File: src/rtl/uart_cmd_if.sv
// FIFO-side handshake bundle for the UART command controller.
// The controller takes the master view, the RX/TX FIFO pair takes the slave view.
interface uart_cmd_if;
    logic       rx_empty;
    logic [7:0] rx_data;
    logic       rx_rd_en;
    logic       tx_full;
    logic       tx_wr_en;
    logic [7:0] tx_wr_data;

    modport master (
        input  rx_empty, rx_data, tx_full,
        output rx_rd_en, tx_wr_en, tx_wr_data
    );

    modport slave (
        output rx_empty, rx_data, tx_full,
        input  rx_rd_en, tx_wr_en, tx_wr_data
    );
endinterface

File: src/rtl/uart_cmd_controller.sv
// Framed command parser over RX/TX byte FIFOs driving a 4 x 8-bit register file.
// Accepts {SYNC, CMD, DATA, CHK} frames and answers each with {RESP, STATUS, DATA, CHK}.
//
// state  | meaning
// IDLE   | hunting for SYNC_BYTE, other bytes dropped
// CMD    | waiting for command byte
// DATA   | waiting for data byte
// CHK    | waiting for checksum byte
// EXEC   | one cycle: decode, update register file, set status
// R_SYNC | pushing RESP_BYTE
// R_STAT | pushing status
// R_DATA | pushing response data
// R_CHK  | pushing response checksum, then back to IDLE
module uart_cmd_controller #(
    parameter logic [7:0]  SYNC_BYTE      = 8'h55,
    parameter logic [7:0]  RESP_BYTE      = 8'hAA,
    parameter int unsigned TIMEOUT_CYCLES = 100000
) (
    input  logic        clk,
    input  logic        rst_n,
    uart_cmd_if.master  bus,
    output logic [31:0] reg_out,
    output logic [7:0]  err_count,
    output logic        frame_ok,
    output logic        busy
);
    localparam int TW = $clog2(TIMEOUT_CYCLES + 1);

    typedef enum logic [3:0] {
        IDLE, CMD, DATA, CHK, EXEC, R_SYNC, R_STAT, R_DATA, R_CHK
    } state_t;

    state_t        state, state_nxt;
    logic          wait_q;
    logic [7:0]    byte_q, sum_q, data_q, stat_q, rdat_q;
    logic [3:0]    op_q;
    logic [1:0]    idx_q;
    logic          chk_ok_q;
    logic [TW-1:0] tmo_q;
    logic [7:0]    regs [4];

    logic          rx_phase, frame_phase, pop, timeout, ex_write;
    logic [7:0]    ex_stat, ex_data;

    assign rx_phase    = (state == IDLE) || (state == CMD) || (state == DATA) || (state == CHK);
    assign frame_phase = (state == CMD) || (state == DATA) || (state == CHK);
    // Gated by rst_n so no pop is issued while the FIFO sits in front of a held reset.
    assign pop         = rst_n && rx_phase && !wait_q && !bus.rx_empty;
    assign timeout     = frame_phase && !pop && (tmo_q == TW'(TIMEOUT_CYCLES - 1));

    assign bus.rx_rd_en = pop;
    assign busy         = (state != IDLE);
    assign reg_out      = {regs[3], regs[2], regs[1], regs[0]};

    always_comb begin
        state_nxt      = state;
        ex_stat        = 8'h00;
        ex_data        = 8'h00;
        ex_write       = 1'b0;
        frame_ok       = 1'b0;
        bus.tx_wr_en   = 1'b0;
        bus.tx_wr_data = 8'h00;
        case (state)
            IDLE: if (wait_q && byte_q == SYNC_BYTE) state_nxt = CMD;
            CMD:  if (wait_q) state_nxt = DATA;
            DATA: if (wait_q) state_nxt = CHK;
            CHK:  if (wait_q) state_nxt = EXEC;
            EXEC: begin
                if (!chk_ok_q) begin
                    ex_stat = 8'h01;
                end else if (op_q == 4'h1) begin
                    ex_write = 1'b1;
                    ex_data  = data_q;
                end else if (op_q == 4'h2) begin
                    ex_data = regs[idx_q];
                end else begin
                    ex_stat = 8'h02;
                end
                frame_ok  = (ex_stat == 8'h00);
                state_nxt = R_SYNC;
            end
            R_SYNC: begin
                bus.tx_wr_data = RESP_BYTE;
                bus.tx_wr_en   = !bus.tx_full;
                if (!bus.tx_full) state_nxt = R_STAT;
            end
            R_STAT: begin
                bus.tx_wr_data = stat_q;
                bus.tx_wr_en   = !bus.tx_full;
                if (!bus.tx_full) state_nxt = R_DATA;
            end
            R_DATA: begin
                bus.tx_wr_data = rdat_q;
                bus.tx_wr_en   = !bus.tx_full;
                if (!bus.tx_full) state_nxt = R_CHK;
            end
            R_CHK: begin
                bus.tx_wr_data = stat_q + rdat_q;
                bus.tx_wr_en   = !bus.tx_full;
                if (!bus.tx_full) state_nxt = IDLE;
            end
            default: state_nxt = IDLE;
        endcase
        if (timeout) state_nxt = IDLE;
    end

    always_ff @(posedge clk or negedge rst_n) begin
        if (!rst_n) begin
            state     <= IDLE;
            wait_q    <= 1'b0;
            byte_q    <= 8'h00;
            sum_q     <= 8'h00;
            data_q    <= 8'h00;
            stat_q    <= 8'h00;
            rdat_q    <= 8'h00;
            op_q      <= 4'h0;
            idx_q     <= 2'd0;
            chk_ok_q  <= 1'b0;
            tmo_q     <= '0;
            err_count <= 8'h00;
            for (int i = 0; i < 4; i++) regs[i] <= 8'h00;
        end else begin
            state  <= state_nxt;
            wait_q <= pop;
            if (pop) byte_q <= bus.rx_data;
            // Bytes are folded in during the wait cycle, once the popped value is in byte_q.
            if (state == CMD && wait_q) begin
                op_q  <= byte_q[7:4];
                idx_q <= byte_q[1:0];
                sum_q <= byte_q;
            end
            if (state == DATA && wait_q) begin
                data_q <= byte_q;
                sum_q  <= sum_q + byte_q;
            end
            if (state == CHK && wait_q) chk_ok_q <= (byte_q == sum_q);
            if (pop || !frame_phase || timeout) tmo_q <= '0;
            else                                tmo_q <= tmo_q + TW'(1);
            if (state == EXEC) begin
                stat_q <= ex_stat;
                rdat_q <= ex_data;
                if (ex_write) regs[idx_q] <= data_q;
            end
            if (((state == EXEC && ex_stat != 8'h00) || timeout) && err_count != 8'hFF)
                err_count <= err_count + 8'd1;
        end
    end
endmodule

File: src/flat_wrapper.sv
// flat-port wrapper written by rule: the top's interface ports become plain ports
module uart_cmd_controller_flat 
#(
    parameter logic [7:0]  SYNC_BYTE      = 8'h55,
    parameter logic [7:0]  RESP_BYTE      = 8'hAA,
    parameter int unsigned TIMEOUT_CYCLES = 100000
)
  (clk, rst_n, reg_out, err_count, frame_ok, busy, bus_rx_empty, bus_rx_data, bus_tx_full, bus_rx_rd_en, bus_tx_wr_en, bus_tx_wr_data);
  uart_cmd_if bus_i ();
  input  logic clk;
  input  logic rst_n;
  output logic [31:0] reg_out;
  output logic [7:0] err_count;
  output logic frame_ok;
  output logic busy;
  input wire logic [$bits(bus_i.rx_empty)-1:0] bus_rx_empty;
  input wire logic [$bits(bus_i.rx_data)-1:0] bus_rx_data;
  input wire logic [$bits(bus_i.tx_full)-1:0] bus_tx_full;
  output wire logic [$bits(bus_i.rx_rd_en)-1:0] bus_rx_rd_en;
  output wire logic [$bits(bus_i.tx_wr_en)-1:0] bus_tx_wr_en;
  output wire logic [$bits(bus_i.tx_wr_data)-1:0] bus_tx_wr_data;
  assign bus_i.rx_empty = bus_rx_empty;
  assign bus_i.rx_data = bus_rx_data;
  assign bus_i.tx_full = bus_tx_full;
  assign bus_rx_rd_en = bus_i.rx_rd_en;
  assign bus_tx_wr_en = bus_i.tx_wr_en;
  assign bus_tx_wr_data = bus_i.tx_wr_data;
  uart_cmd_controller #(.SYNC_BYTE(SYNC_BYTE), .RESP_BYTE(RESP_BYTE), .TIMEOUT_CYCLES(TIMEOUT_CYCLES)) u_core (.clk(clk), .rst_n(rst_n), .bus(bus_i), .reg_out(reg_out), .err_count(err_count), .frame_ok(frame_ok), .busy(busy));
endmodule
File: config.mk
export PLATFORM = sky130hd
export DESIGN_NAME = uart_cmd_controller_flat
export DESIGN_NICKNAME = d
export VERILOG_FILES = /design/src/rtl/uart_cmd_if.sv /design/src/rtl/uart_cmd_controller.sv /design/src/flat_wrapper.sv
export SDC_FILE = /design/constraint.sdc
export NUM_CORES = 1
export LEC_CHECK = 0
export CAP_MARGIN = 5
export CORE_MARGIN = 2
export CORE_UTILIZATION = 50
export CTS_CLUSTER_SIZE = 14
export DETAILED_ROUTE_END_ITERATION = 8
export PLACE_DENSITY = 0.72
export SYNTH_ARGS = -nofsm -noshare
export SYNTH_HDL_FRONTEND = slang
export SYNTH_SLANG_ARGS = --single-unit
File: constraint.sdc
create_clock -name clk -period 2.35 [get_ports clk]
set_input_delay 0.705 -clock clk [delete_from_list [all_inputs] [get_ports clk]]
set_output_delay 0.705 -clock clk [all_outputs]
set_load 0.01 [all_outputs]
==> results.txt <==
Grt ovf -> 0
Seq/Total Area, Yosys -> 49.54%
Combinational power share -> 35.8%
Most frequent cells in the layout -> dfrtp_1 (103), nand2_1 (72), clkdlybuf4s50_1 (49)
Die area -> 11240 um2
Routing usage on met1 -> 33.75%
Worst vdd ir -> 0.5771 mV
Remaining antenna violation count -> 0
Switching fraction of total power -> 37.99%
Fin area -> 6890 um2
Clk sink count -> 103
Ranking of synthesized cells by area -> dfrtp_1 (50%), mux2_2 (8.4%), nand2_1 (5.2%)
Met3 usage -> 5.395%
FFs w/ async S/R, synth -> 100.0%
Clock share of power -> 19.5%
Commonest non-fill, non-tap cell in the layout -> dfrtp_1
CTS tree -> yes
Pwr dens -> 846.1 nW/um2
Worst r2r path cells -> 10
Worst Skew -> 0.01092 ns
Clock root buffer -> clkbuf_8
Die Y-Extent -> 106.0 um
Slew at the pin closest to its max-slew limit -> 1.015 ns
P_sw -> 2.215 mW
Worst R2R Setup Slack -> -0.32 ns
Clock latency on the worst-skew pair -> 0.39 ns
Final #Nets -> 641
Register area -> 2577 um2
RSZ-0062 raised after global routing -> true
Most Crowded Layer GR -> met2
Setup violations, final -> 45
Final Cycle Share -> 114.4%
Mapped Cells -> 488
Tot GR Track Use -> 24.65%
Failing checks -> negative setup slack
# rows -> 37
Layout cell share with drive strength beyond 1 -> 28.18%
Pre-CTS setup slack -> -0.5583 ns
GRT met2 Usage -> 39.35%
Static leakage -> 3.220 nW
Post-synth EDFFs -> 0
CORE AREA -> 10230 um2
CP Capture Type -> output pin
Vias in the first global route -> 4261
Multi-input gate area -> 2665 um2
Via density -> 5.664
IO Pins -> 64
First-pass GRT wire length -> 21780 um
Area grow syn2layout -> 32.44%
Mean post-synth cell area -> 10.66 um2
Hold/Removal Path Class -> in2async
Fin Setup TNS -> -11.36 ns
RD Place Congestion -> 0.8796
Final Max Slew Viols -> 0
Largest area contributor in the netlist -> dfrtp_1
Synthesis warning total -> 0
Top FF cell, synth -> dfrtp_1
Die W -> 106.0 um
Syn Std Cell Area -> 5202 um2
Share of the synthesized area in the top cell type -> 49.54%
Via count -> 4288
Post-detail-place hpwl -> 8841 um
Startpoint Class -> register
Port Buf Inserts -> 63
Crit path time final -> 2.688 ns
Post-synth cell types -> 62
Syn nets -> 513
# diodes -> 0
Outcome -> complete, but fails checks
Initial antenna violation count -> 0
Sequential Power Share -> 44.7%
CP Data Arrival Time -> 1.98 ns
Final-layout fill cell count -> 772
Initial core utilization -> 50.85%
H-tree Lvls -> 3
Wire per inst -> 17.31 um
Crit path kind -> reg2out
Drt total wl -> 13100 um
Clk slew on worst S/H paths -> 0.10 ns
DP Area -> 6297 um2
Largest net degree at the start of global routing -> 82
Crit path required time -> 1.64 ns
Final setup margin -> -0.3378 ns
Total power draw -> 5.830 mW
Max Cap Violations -> 0
Bufs on Longest Clock Path -> 2
Int Pwr -> 3.615 mW
Worst rel slew slack -> 32.32%
Final Hold Viols -> 0
Critical-path maximum fanout -> 2
FMAX -> 372.1 MHz
CTS Buf Count -> 9
Flop and latch count out of synthesis -> 103
1st-pass router iterations -> 7
1st-iter DRT viols -> 337
DRC Markers -> 0
[state kept, by name, summed over array words and instances (netlist names)]
name	flops
u_core.byte_q	8
u_core.chk_ok_q	1
u_core.data_q	8
u_core.err_count	8
u_core.idx_q	2
u_core.op_q	4
u_core.rdat_q	8
u_core.reg_out	32
u_core.stat_q	2
u_core.state	4
u_core.sum_q	8
u_core.tmo_q	17
u_core.wait_q	1
[repair_timing]
item,CTS,global route
hold buffers,0,0
setup buffers,19,8
setup endpoints to repair,44,46
resized for setup,122,11
pin swaps,13,6
gates cloned,0,0
[worst max-delay path, cell delays in order, from the launching register on]
cell and delay (ns):
dfrtp_1 0.42, buf_6 0.13, nor4b_4 0.31, nand2_1 0.11, or3_4 0.41, nor2_4 0.11, buf_6 0.11
[power by group through the flow]
stage | clock network, mW | registers, mW | logic [mW]
after CTS | 1.15 | 2.58 | 2.04
after global routing | 1.24 | 2.65 | 2.33
final | 1.14 | 2.61 | 2.09
after detailed placement | 0 | 2.60 | 1.91
after floorplan | 0 | 2.40 | 1.39
after global placement | 0 | 2.58 | 1.85
[layout make-up]
| cell class | instances | share of cell area, % |
|---|---|---|
| tap | 136 | 2.470 |
| clock inverter | 6 | 0.9987 |
| inverter | 18 | 0.9987 |
| sequential | 103 | 37.41 |
| multi-input combinational | 350 | 38.68 |
| clock buffer | 10 | 1.852 |
| timing repair buffer | 134 | 17.60 |
[final timing paths]
check	startpoint	endpoint
max	u_core.state[1]	frame_ok
min	rst_n	u_core.tmo_q[0]
max reg2reg	u_core.state[1]	u_core.reg_out[19]
min reg2reg	u_core.sum_q[0]	u_core.sum_q[0]
max in group asynchronous	rst_n	u_core.idx_q[1]
min in group clk	u_core.sum_q[0]	u_core.sum_q[0]
[metrics by stage]
stage / util (%) / instances / hold WS [ns]
after global routing: 67.35 / 757 / 0.3163
final: 67.35 / 757 / 0.2891
after CTS: 66.66 / 750 / 0.3047
after floorplan: - / 488 / 0.4094
after global placement: 61.55 / 717 / 0.4667
after detailed placement: 61.55 / 717 / 0.4735
[synth_stat cells (3+ instances only)]
cell type	count
dfrtp_1	103
nand2_1	72
mux2_2	39
nor2_1	38
o21ai_0	32
inv_1	17
nand3_1	15
xnor2_1	15
clkbuf_1	13
nor3_1	12
ha_1	11
xor2_1	10
a21oi_1	9
a222oi_1	8
mux4_2	8
and3_1	6
nor2b_1	5
nor3b_1	5
nor4_1	5
nand4_1	4
a22oi_1	3
a31oi_1	3
and2_1	3
nor3b_2	3
[routing by layer]
metal / share of wire (%) / vias to the layer above
li1: - / 2005
met1: 43 / 2128
met2: 49 / 137
met3: 5.8 / 18
met4: 1.7 / 0
met5: 0 / -
[logic make-up (layout without fill, tap and decap cells)]
logic type | after synthesis | in the layout | share of synthesized area [%]
AO/OA/AOI/OAI | 78 | 78 | 9.885
XOR/XNOR | 25 | 25 | 4.209
adder cells (fa/ha/maj) | 13 | 13 | 3.415
buffers and inverters | 35 | 168 | 2.693
flip-flops | 103 | 103 | 49.54
multiplexers | 49 | 49 | 12.29
AND/OR/NAND/NOR | 185 | 185 | 17.97
(Power assumes the default switching activity.)
